$ cat config.mk
export PLATFORM = sky130hd
export DESIGN_NAME = fft_bin_streamer
export DESIGN_NICKNAME = d
export VERILOG_FILES = /design/src/rtl/fft_bin_streamer.sv
export SDC_FILE = /design/constraint.sdc
export NUM_CORES = 1
export LEC_CHECK = 0
export CAP_MARGIN = 20
export CORE_MARGIN = 2
export CORE_UTILIZATION = 49
export CTS_CLUSTER_DIAMETER = 80
export DETAILED_ROUTE_END_ITERATION = 16
export PLACE_DENSITY = 0.8
export SYNTH_ARGS = -nofsm -noshare
export SYNTH_HDL_FRONTEND = slang
export SYNTH_SLANG_ARGS = --single-unit
$ cat constraint.sdc
create_clock -name i_clk -period 11.6 [get_ports i_clk]
set_clock_uncertainty 0.15 [all_clocks]
set_input_delay 2.32 -clock i_clk [delete_from_list [all_inputs] [get_ports i_clk]]
set_output_delay 2.32 -clock i_clk [all_outputs]
set_load 0.1 [all_outputs]
$ cat src/rtl/fft_bin_streamer.sv
// fft_bin_streamer: captures a parallel FFT result frame and streams it out one bin per cycle
// over valid/ready. Optional peak tracking is enabled with `define FFT_PEAK_DETECT_EN.
module fft_bin_streamer #(
  parameter int SAMPLES = 8,
  parameter int WIDTH   = 32
) (
  input  logic                       i_clk,
  input  logic                       i_reset,
  input  logic                       i_frame_valid,
  output logic                       o_frame_ready,
  input  logic [WIDTH-1:0]           i_frame_in [SAMPLES],
  output logic                       o_bin_valid,
  input  logic                       i_bin_ready,
  output logic [WIDTH-1:0]           o_bin_data,
  output logic [$clog2(SAMPLES)-1:0] o_bin_index,
  output logic                       o_bin_last,
  output logic                       o_busy
`ifdef FFT_PEAK_DETECT_EN
  ,
  output logic                       o_peak_valid,
  output logic [$clog2(SAMPLES)-1:0] o_peak_index,
  output logic [WIDTH-1:0]           o_peak_value
`endif
);

  localparam int IDX_W = $clog2(SAMPLES);
  localparam logic [IDX_W-1:0] LAST_IDX = IDX_W'(SAMPLES - 1);

  typedef enum logic {
    ST_IDLE   = 1'b0,
    ST_STREAM = 1'b1
  } state_t;

  state_t           r_state;
  state_t           w_state_next;
  logic             w_accept;
  logic             w_hs;
  logic             w_hs_last;
  logic [IDX_W-1:0] r_index;
  logic [IDX_W-1:0] w_index_inc;
  logic [WIDTH-1:0] r_bin_data;
  logic             r_bin_last;
  logic [WIDTH-1:0] r_buf [SAMPLES];

  assign w_index_inc = r_index + IDX_W'(1);

  always_comb begin
    w_state_next = r_state;
    w_accept     = 1'b0;
    w_hs         = 1'b0;
    w_hs_last    = 1'b0;
    case (r_state)
      ST_IDLE: begin
        if (i_frame_valid) begin
          w_accept     = 1'b1;
          w_state_next = ST_STREAM;
        end
      end
      ST_STREAM: begin
        if (i_bin_ready) begin
          w_hs = 1'b1;
          if (r_bin_last) begin
            w_hs_last    = 1'b1;
            w_state_next = ST_IDLE;
          end
        end
      end
      default: w_state_next = ST_IDLE;
    endcase
  end

  always_ff @(posedge i_clk or posedge i_reset) begin
    if (i_reset) r_state <= ST_IDLE;
    else         r_state <= w_state_next;
  end

  // Frame buffer is only written on accept, so a mid-frame frame_valid cannot disturb it.
  always_ff @(posedge i_clk) begin
    if (w_accept) begin
      for (int i = 0; i < SAMPLES; i++) r_buf[i] <= i_frame_in[i];
    end
  end

  always_ff @(posedge i_clk or posedge i_reset) begin
    if (i_reset) begin
      r_index    <= '0;
      r_bin_data <= '0;
      r_bin_last <= 1'b0;
    end else if (w_accept) begin
      r_index    <= '0;
      r_bin_data <= i_frame_in[0];
      r_bin_last <= 1'b0;
    end else if (w_hs_last) begin
      r_index    <= '0;
      r_bin_data <= '0;
      r_bin_last <= 1'b0;
    end else if (w_hs) begin
      r_index    <= w_index_inc;
      r_bin_data <= r_buf[w_index_inc];
      r_bin_last <= (w_index_inc == LAST_IDX);
    end
  end

  assign o_frame_ready = (r_state == ST_IDLE);
  assign o_busy        = (r_state == ST_STREAM);
  assign o_bin_valid   = (r_state == ST_STREAM);
  assign o_bin_data    = r_bin_data;
  assign o_bin_index   = r_index;
  assign o_bin_last    = r_bin_last;

`ifdef FFT_PEAK_DETECT_EN
  logic [WIDTH-1:0] r_run_value;
  logic [IDX_W-1:0] r_run_index;
  logic             r_peak_valid;
  logic [IDX_W-1:0] r_peak_index;
  logic [WIDTH-1:0] r_peak_value;
  logic             w_new_max;

  // Strict greater-than keeps the earlier index on ties.
  assign w_new_max = (r_bin_data > r_run_value);

  always_ff @(posedge i_clk or posedge i_reset) begin
    if (i_reset) begin
      r_run_value  <= '0;
      r_run_index  <= '0;
      r_peak_valid <= 1'b0;
      r_peak_index <= '0;
      r_peak_value <= '0;
    end else if (w_accept) begin
      r_peak_valid <= 1'b0;
    end else if (w_hs_last) begin
      r_peak_valid <= 1'b1;
      r_peak_value <= w_new_max ? r_bin_data : r_run_value;
      r_peak_index <= w_new_max ? r_index : r_run_index;
    end else if (w_hs) begin
      if (r_index == '0 || w_new_max) begin
        r_run_value <= r_bin_data;
        r_run_index <= r_index;
      end
    end
  end

  assign o_peak_valid = r_peak_valid;
  assign o_peak_index = r_peak_index;
  assign o_peak_value = r_peak_value;
`endif

endmodule

==> results.cfg, run 1 <==
[status]
status = finished clean

[layout]
layout_commonest_cell = clkdlybuf4s50_1
final_cells = 1176
final_nets = 1127
drive_gt1_share_pct = 16.54
mostFrequentLayoutCells = 298 x clkdlybuf4s50_1, 256 x edfxtp_1, 96 x nand3_1
syn_to_final_growth_pct = 37.60
fin_util_pct = 68.84

[setup_path]
crit_path_max_incr_delay_ps = 1180
r2r_slack_ps = 8760
endpoint_kind = register
reg2reg_to = o_bin_data[3]
r2r_cells = 5
path_class = in -> reg
cpMaxStageDelayCell = clkdlybuf4s50_1
crit_chain = clkdlybuf4s50_1, nor2b_4, buf_4, buf_4
crit_buf_inv = 3
critPathMostFrequentCell = buf_4
worstPathRequired_ps = 11600
critical_path.max_fanout = 70
cp_top_family = buffers and inverters
r2r-start = o_bin_index[0]
cp.arrival_ps = 5230
critPathLaunchType = input pin

[global_routing]
grt_remaining_overflow = 0
grt_pass1_wl_mm = 38.96
track_usage_pct = 21.31
grt_pass1_vias = 6856
grt_max_degree = 98
antenna_found_initial = 1

[worst_hold_path]
hold_path.class = reg -> reg
min_path_cells = 2
hold_end = o_bin_data[23]
worstHoldStart = o_bin_data[23]

[route]
firstDrtPassIters = 5
drc = 0
vias = 6497
drt_iter0_drc = 617
routedWlPerCell_um = 22.46
ant_nets = 0
via_per_inst = 5.525
drt-total-wl_mm = 26.41

[sta]
timing.slew.headroom_pct = 27.24
hold_viol = 0
max_freq_ghz = 0.1912
finalSetupTns_ps = 0
slew_violations = 0
grt_setup_unrepaired = false
finalCritPeriodShare_pct = 45.08
layout_min_cycle_time_ps = 5230
fin_ws_ps = 6370
setup_viol = 0
tightestPinTransition_ps = 1088
finalHoldWorstSlack_ps = 355.3

[synth]
yosys-top-cells-area = edfxtp_1 68%, mux4_2 13%, dfrtp_1 8.1%
yosysSeqAreaShare_pct = 75.81
synth_area_leader_cell = edfxtp_1
synth_area_per_cell_um2 = 20.25
async_flop_share_pct = 12.63
ys.flop_type = edfxtp_1
synthCells = 561
yosysWarnings = 0
synth_edf_count = 256
syn-num-nets = 823
synth_area_um2 = 11360
yosysTopAreaCellShare_pct = 67.67
yosysUniqueCellTypes = 27
yosys_register_bits = 293

[placement]
hpwl_mm = 17.60
io_buffers = 298
dp_cells = 1116
gp_congestion = 0.7614
preCtsSetupSlack_ps = 5535

[floorplanning]
die_h_um = 156.3
placementRows = 55
die-area_um2 = 24420
core_um2 = 22710
die_w_um = 156.3
start_util_pct = 50.03
ios = 299

[pwr]
power_density_nw_per_um2 = 253.1
leakage_nw = 5.290
internal-power_mw = 2.492
netSwitchingFraction_pct = 37.01
peakVddDrop_mv = 0.2452
clkPwrFrac_pct = 24.1
seqPwrFrac_pct = 35.9
p_sw_mw = 1.464
p_comb_share_pct = 40.0

[clock_tree]
clk_pin_slew_ps = 60
cts_setup_buffers = 0
numCtsBuffers = 30
clock_sinks = 293
ctsHoldBuffers = 0
clock_latency_ps = 540
clockRootBuffer = clkbuf_16
cts_resized = 0
cts_tree = yes
clockBufferDepth = 3
h-tree-depth = 1

[job]
max_cap_violations = 0
## worst reg2reg max path, delay by kind of cell, from the launching register on
family	cells	cell delay [ps]
adders and majority gates	1	960
and+or+nand+nor	2	190
buffers and inverters	1	170
muxes	1	480
DFF	1	770
## sequential cells by signal, summed over array words and instances, names as in the netlist
register	cells
r_buf	256
o_bin_data	32
o_bin_index	3
o_bin_last	1
o_bin_valid	1
## logic make-up after synthesis
kind of cell	synth area share, %
simple gates	4.615
flops	75.81
buf+inv	2.247
mux	14.56
compound gates	2.390
fa+ha+maj	0.2202
xor+xnor	0.1542
## routing by layer
metal	GRT usage, %	vias to the layer above	routed length [um]	part of all wire (%)
li1	-	2932	-	-
met1	27.21	3217	9871	37
met4	6.160	0	731	2.8
met3	6.369	42	2625	9.9
met5	0	-	0	0
met2	35.72	306	13180	50
## worst max path at each step
stage | from | end | slack, ps | cells past startpoint
6_report | i_frame_valid | r_buf[2][5] | 6370 | 4
5_1_grt | i_frame_valid | r_buf[6][2] | 6210 | 4
4_1_cts | i_frame_valid | o_bin_data[30] | 6130 | 6
3_5_place_dp | i_frame_valid | o_bin_data[30] | 5540 | 6
3_3_place_gp | i_frame_valid | r_buf[2][30] | 5700 | 4
2_1_floorplan | i_frame_valid | o_bin_data[19] | 700 | 4
## synth_stat cells, types with 2 or more instances
cell / instances
inv_1: 2
edfxtp_1: 256
buf_2: 15
nor2b_1: 2
o21ai_0: 3
mux4_2: 64
a22oi_1: 32
buf_4: 5
mux2_2: 18
ha_1: 2
clkbuf_1: 11
nand2_1: 3
dfrtp_1: 37
buf_12: 3
nand3_1: 96
## metrics by stage
step	area (um^2)	total power, mW
floorplan	11360	2.626
global placement	14580	3.003
detailed placement	14580	3.018
CTS	15570	3.976
global route	15630	4.124
finish	15630	3.957
## area by class of cell
class	instances	area (um^2)
Timing Repair Buffer	309	3105
Clock buffer	42	847.1
Fill cell	1459	7077
Antenna cell	2	5.005
Inverter	3	11.26
Tap cell	285	356.6
Multi-Input combinational cell	228	2546
Sequential cell	293	8617
Clock inverter	14	143.9
## power by group through the flow
stage               combinational [mW]  clock [mW]  sequential, mW
detailed placement                1.58           0            1.44
finish                            1.58       0.952            1.42
floorplan                        0.754           0            1.87
CTS                               1.58       0.968            1.42
global placement                  1.57           0            1.44
global route                      1.67        1.01            1.44
(Power assumes the default switching activity.)
==> run 2, diff against run 1 <==
- CORE_UTILIZATION: 49 -> 44
- PLACE_DENSITY: 0.8 -> 0.76
- clock period: 11.6 -> 4.5 ns (I/O delays scaled with it)
==> run 2 against run 1 <==
  * Count of clock-buffer cells in the layout is the same
  * Critical path depth shrank 3
  * Die area grew 11%
  * Worst setup slack lost 5300 ps
  * Core utilization shrank 6.3 points
==> results.cfg, run 2 (same netlist as run 1, synthesis figures left out) <==
[status]
status = finished clean

[pwr]
power_density_nw_per_um2 = 650.0
peakVddDrop_mv = 0.4762
leakage_nw = 5.347
p_total_mw = 10.27

[floorplanning]
ios = 299
start_util_pct = 44.99
core_um2 = 25250
die_w_um = 164.7
die_h_um = 164.7
die-area_um2 = 27120
placementRows = 58

[layout]
n_fill_cell = 1815
mostFrequentLayoutCells = 296 x clkdlybuf4s50_1, 256 x edfxtp_1, 96 x nand3_1
syn_to_final_growth_pct = 39.04
final_nets = 1135
layout_commonest_cell = clkdlybuf4s50_1
fin_area_um2 = 15800
largest_register_ffs = 256
largest_register = r_buf
drive_gt1_share_pct = 17.50

[setup_path]
cp.depth = 1
r2r_cells = 5
critPathLaunchType = register
crit_chain = clkdlybuf4s50_1
worstPathRequired_ps = 3450
crit_buf_inv = 1
cpMaxStageDelayCell = clkdlybuf4s50_1
cp.arrival_ps = 2410
critical_path.max_fanout = 10
cp_top_family = buffers and inverters
path_class = reg -> out
r2r_slack_ps = 1750
endpoint_kind = output port
crit_path_max_incr_delay_ps = 1230

[clock_tree]
ctsHoldBuffers = 0
cts_resized = 0
cts_tree = yes
clk_pin_slew_ps = 60
cts_setup_buffers = 0
clock_sinks = 293
clockBufferDepth = 3
clockRootBuffer = clkbuf_16
clock_latency_ps = 540
h-tree-depth = 1
numCtsBuffers = 30

[route]
ant_nets = 0
drt-total-wl_mm = 27.51
drc = 0
vias = 6692
routedWlPerCell_um = 22.40
drt_iter0_drc = 489
via_per_inst = 5.450
firstDrtPassIters = 7

[sta]
finalHoldWorstSlack_ps = 356.9
timing.slew.headroom_pct = 28.27
tightestPinTransition_ps = 1073
finalSetupTns_ps = 0
fin_ws_ps = 1037
grt_setup_unrepaired = false
layout_min_cycle_time_ps = 3463
slew_violations = 0
finalCritPeriodShare_pct = 76.95
hold_viol = 0
setup_viol = 0
max_freq_ghz = 0.2888

[global_routing]
grt_remaining_overflow = 0
track_usage_pct = 20.05
grt_pass1_wl_mm = 40.16
grt_pass1_vias = 7148
antenna_found_initial = 1
grt_max_degree = 66

[worst_hold_path]
min_path_cells = 2
hold_path.class = reg -> reg

[placement]
io_buffers = 298
hpwl_mm = 17.92
gp_congestion = 0.7564
preCtsSetupSlack_ps = 1341
dpl-instance-area_um2 = 14780

[job]
max_cap_violations = 0
-- run 2: cell count changes in the layout (fill, tap and decap cells not counted), sizes merged --
cell           delta
clkdlybuf4s50     -2
buf              +10
diode             -1
-- run 2: power breakdown --
part | internal, mW | switching [mW]
logic | 1.57 | 2.62
registers | 3.41 | 0.188
clock network | 1.49 | 0.994
total | 6.47 | 3.80
-- run 2: routing by layer --
metal,share of wire [%],global-route usage [%]
met5,0,0
met4,2.6,5.613
met3,8.0,4.319
met2,51,35.01
met1,39,25.47
-- run 2: layout make-up --
cell class / count / area, um^2 / share of cell area (%)
timing repair buffer: 317 / 3207 / 20.30
antenna: 1 / 2.502 / 0.01584
inverter: 3 / 11.26 / 0.07129
sequential: 293 / 8617 / 54.55
multi-input combinational: 228 / 2546 / 16.12
clock inverter: 14 / 142.6 / 0.9030
tap: 330 / 412.9 / 2.614
clock buffer: 42 / 857.1 / 5.426
-- run 2: final timing paths --
check / from / endpoint
worst min-delay path: o_bin_data[0] / o_bin_data[0]
worst max register to register: o_bin_index[0] / o_bin_data[3]
min in group asynchronous: i_reset / o_bin_data[31]
worst max-delay path: o_bin_valid / o_bin_valid
max in group asynchronous: i_reset / o_bin_index[0]
worst min register to register: o_bin_data[0] / o_bin_data[0]
-- run 2: per-stage QoR --
| step | std cells | util (%) |
|---|---|---|
| finish | 1228 | 62.55 |
| global route | 1228 | 62.55 |
| CTS | 1226 | 62.50 |
| detailed placement | 1170 | 58.54 |
| global placement | 1169 | 58.43 |
| floorplan | 561 | - |
==> run 3, diff against run 2 <==
- CORE_UTILIZATION: 44 -> 49
- PLACE_DENSITY: 0.76 -> 0.8
- clock period: 4.5 -> 3.2 ns (I/O delays scaled with it)
==> run 3 against run 2 <==
  * Sequential power grew 43%
  * Critical endpoint is now o_frame_ready
  * Sequential share of layout area grew 0.24 points
  * Critical path type unchanged
  * Non-clock buffer count decreased by 3
  * Design area down 0.44%
==> results.cfg, run 3 (same netlist as run 1, synthesis figures left out) <==
[setup_path]
cp-startpoint = o_bin_valid
critPathLaunchType = register
crit_path_max_incr_delay_ps = 700
worstPathRequired_ps = 2410
r2r-start = o_bin_index[0]
cpMaxStageDelayCell = dfrtp_1
reg2reg_to = o_bin_data[9]
r2r_cells = 6
cp_top_family = flip-flops
crit_chain = clkinv_1, buf_12
worstSetupEndpoint = o_frame_ready
path_class = reg -> out
r2r_slack_ps = 670
critical_path.max_fanout = 10
cp.depth = 2
cp.arrival_ps = 1770
endpoint_kind = output port
crit_buf_inv = 2

[layout]
diodes = 0
final_nets = 1132
final_cells = 1179
syn_to_final_growth_pct = 38.44
regArea_um2 = 8617
layout_commonest_cell = clkdlybuf4s50_1
largest_register = r_buf
largest_register_ffs = 256
mostFrequentLayoutCells = 259 x clkdlybuf4s50_1, 256 x edfxtp_1, 96 x nand3_1
multi_input_area_um2 = 2546
n_fill_cell = 1472
drive_gt1_share_pct = 21.81

[floorplanning]
core_um2 = 22710
placementRows = 55
die-area_um2 = 24420
die_h_um = 156.3
start_util_pct = 50.03
die_w_um = 156.3
ios = 299

[clock_tree]
clockRootBuffer = clkbuf_16
cts_resized = 0
ctsHoldBuffers = 0
clk_pin_slew_ps = 60
clockBufferDepth = 3
numCtsBuffers = 30
clock_sinks = 293
h-tree-depth = 1
cts_tree = yes
cts_setup_buffers = 0
clock_latency_ps = 550

[global_routing]
grt-busiest-layer = met2
use_met1_pct = 29.68
grt_max_degree = 130
track_usage_pct = 22.86
grt_pass1_vias = 7133
grt_use_met2_pct = 37.70
antenna_found_initial = 2
grt_util_met3_pct = 6.674
grt_remaining_overflow = 0
grt_pass1_wl_mm = 41.42

[pwr]
p_total_mw = 14.68
seqPwrFrac_pct = 35.0
leakage_nw = 5.418
netSwitchingFraction_pct = 36.82
p_comb_share_pct = 39.3
power_density_nw_per_um2 = 933.3
internal-power_mw = 9.274
peakVddDrop_mv = 0.5879
p_sw_mw = 5.404
clkPwrFrac_pct = 25.7

[route]
drc = 0
drt-total-wl_mm = 27.69
routedWlPerCell_um = 23.49
drt_iter0_drc = 408
firstDrtPassIters = 5
via_per_inst = 5.729
vias = 6755
ant_nets = 0

[sta]
setup_viol = 0
timing.slew.headroom_pct = 29.12
grt_setup_unrepaired = false
hold_viol = 0
slew_violations = 0
tightestPinTransition_ps = 1058
layout_min_cycle_time_ps = 2560
finalSetupTns_ps = 0
finalCritPeriodShare_pct = 80.01
finalHoldWorstSlack_ps = 304.3
max_freq_ghz = 0.3906

[placement]
dp_cells = 1122
hpwl_mm = 18.50
gp_congestion = 0.7744
io_buffers = 298

[worst_hold_path]
hold_path.class = in -> async

[job]
max_cap_violations = 0

[status]
status = finished clean
==> run 3: changes by cell type in the layout (fill, tap and decap cells not counted), sizes merged <==
cell,previous run,this run
buf,21,55
bufinv,3,6
clkbuf,42,41
clkdlybuf4s50,296,259
clkinv,11,9
diode,1,0
==> run 3: power groups by stage <==
| stage | Clock, mW | Combinational (mW) | Sequential, mW |
|---|---|---|---|
| 6_report | 3.77 | 5.77 | 5.14 |
| 5_1_grt | 3.99 | 6.10 | 5.20 |
| 4_1_cts | 3.83 | 5.85 | 5.14 |
| 3_5_place_dp | 0 | 5.82 | 5.20 |
| 3_3_place_gp | 0 | 5.73 | 5.18 |
| 2_1_floorplan | 0 | 2.73 | 6.66 |
==> run 3: how the worst min path moves through the flow <==
| stage | start | slack, ps | end |
|---|---|---|---|
| floorplan | r_buf[5][10] | 530 | o_bin_data[10] |
| finish | i_reset | 300 | o_bin_data[27] |
| CTS | i_reset | 320 | o_bin_data[23] |
| global route | i_reset | 350 | o_bin_data[27] |
| global placement | o_bin_data[22] | 340 | o_bin_data[22] |
| detailed placement | o_bin_data[24] | 350 | o_bin_data[24] |
==> run 3: worst reg2reg max path: stages, from the launching register on <==
cell and delay [ps]:
dfrtp_4 650, inv_1 140, ha_4 630, buf_4 310, mux4_2 330, nand3_1 100
nand3_1 90
==> run 3: final cells by class <==
class	instances	share of cell area, %
multi-input combinational	228	16.19
timing repair buffer	314	19.77
clock buffer	41	5.354
inverter	3	0.07160
clock inverter	15	1.559
sequential	293	54.79
tap	285	2.267
==> run 3: per-stage QoR <==
step | utilization (%) | setup WS, ps | cell area, um^2
global route | 69.26 | 515.1 | 15730
detailed placement | 64.42 | 514.5 | 14630
global placement | 64.42 | 640.9 | 14630
CTS | 69.21 | 589.5 | 15720
floorplan | - | 81.61 | 11370
finish | 69.26 | 639.8 | 15730
==> run 3: layer usage <==
metal	vias to the layer above	part of all wire, %	routed length, um
li1	2944	-	-
met2	349	50	13800
met4	4	3.1	856
met3	62	9.8	2717
met5	-	0.12	33
met1	3396	37	10290
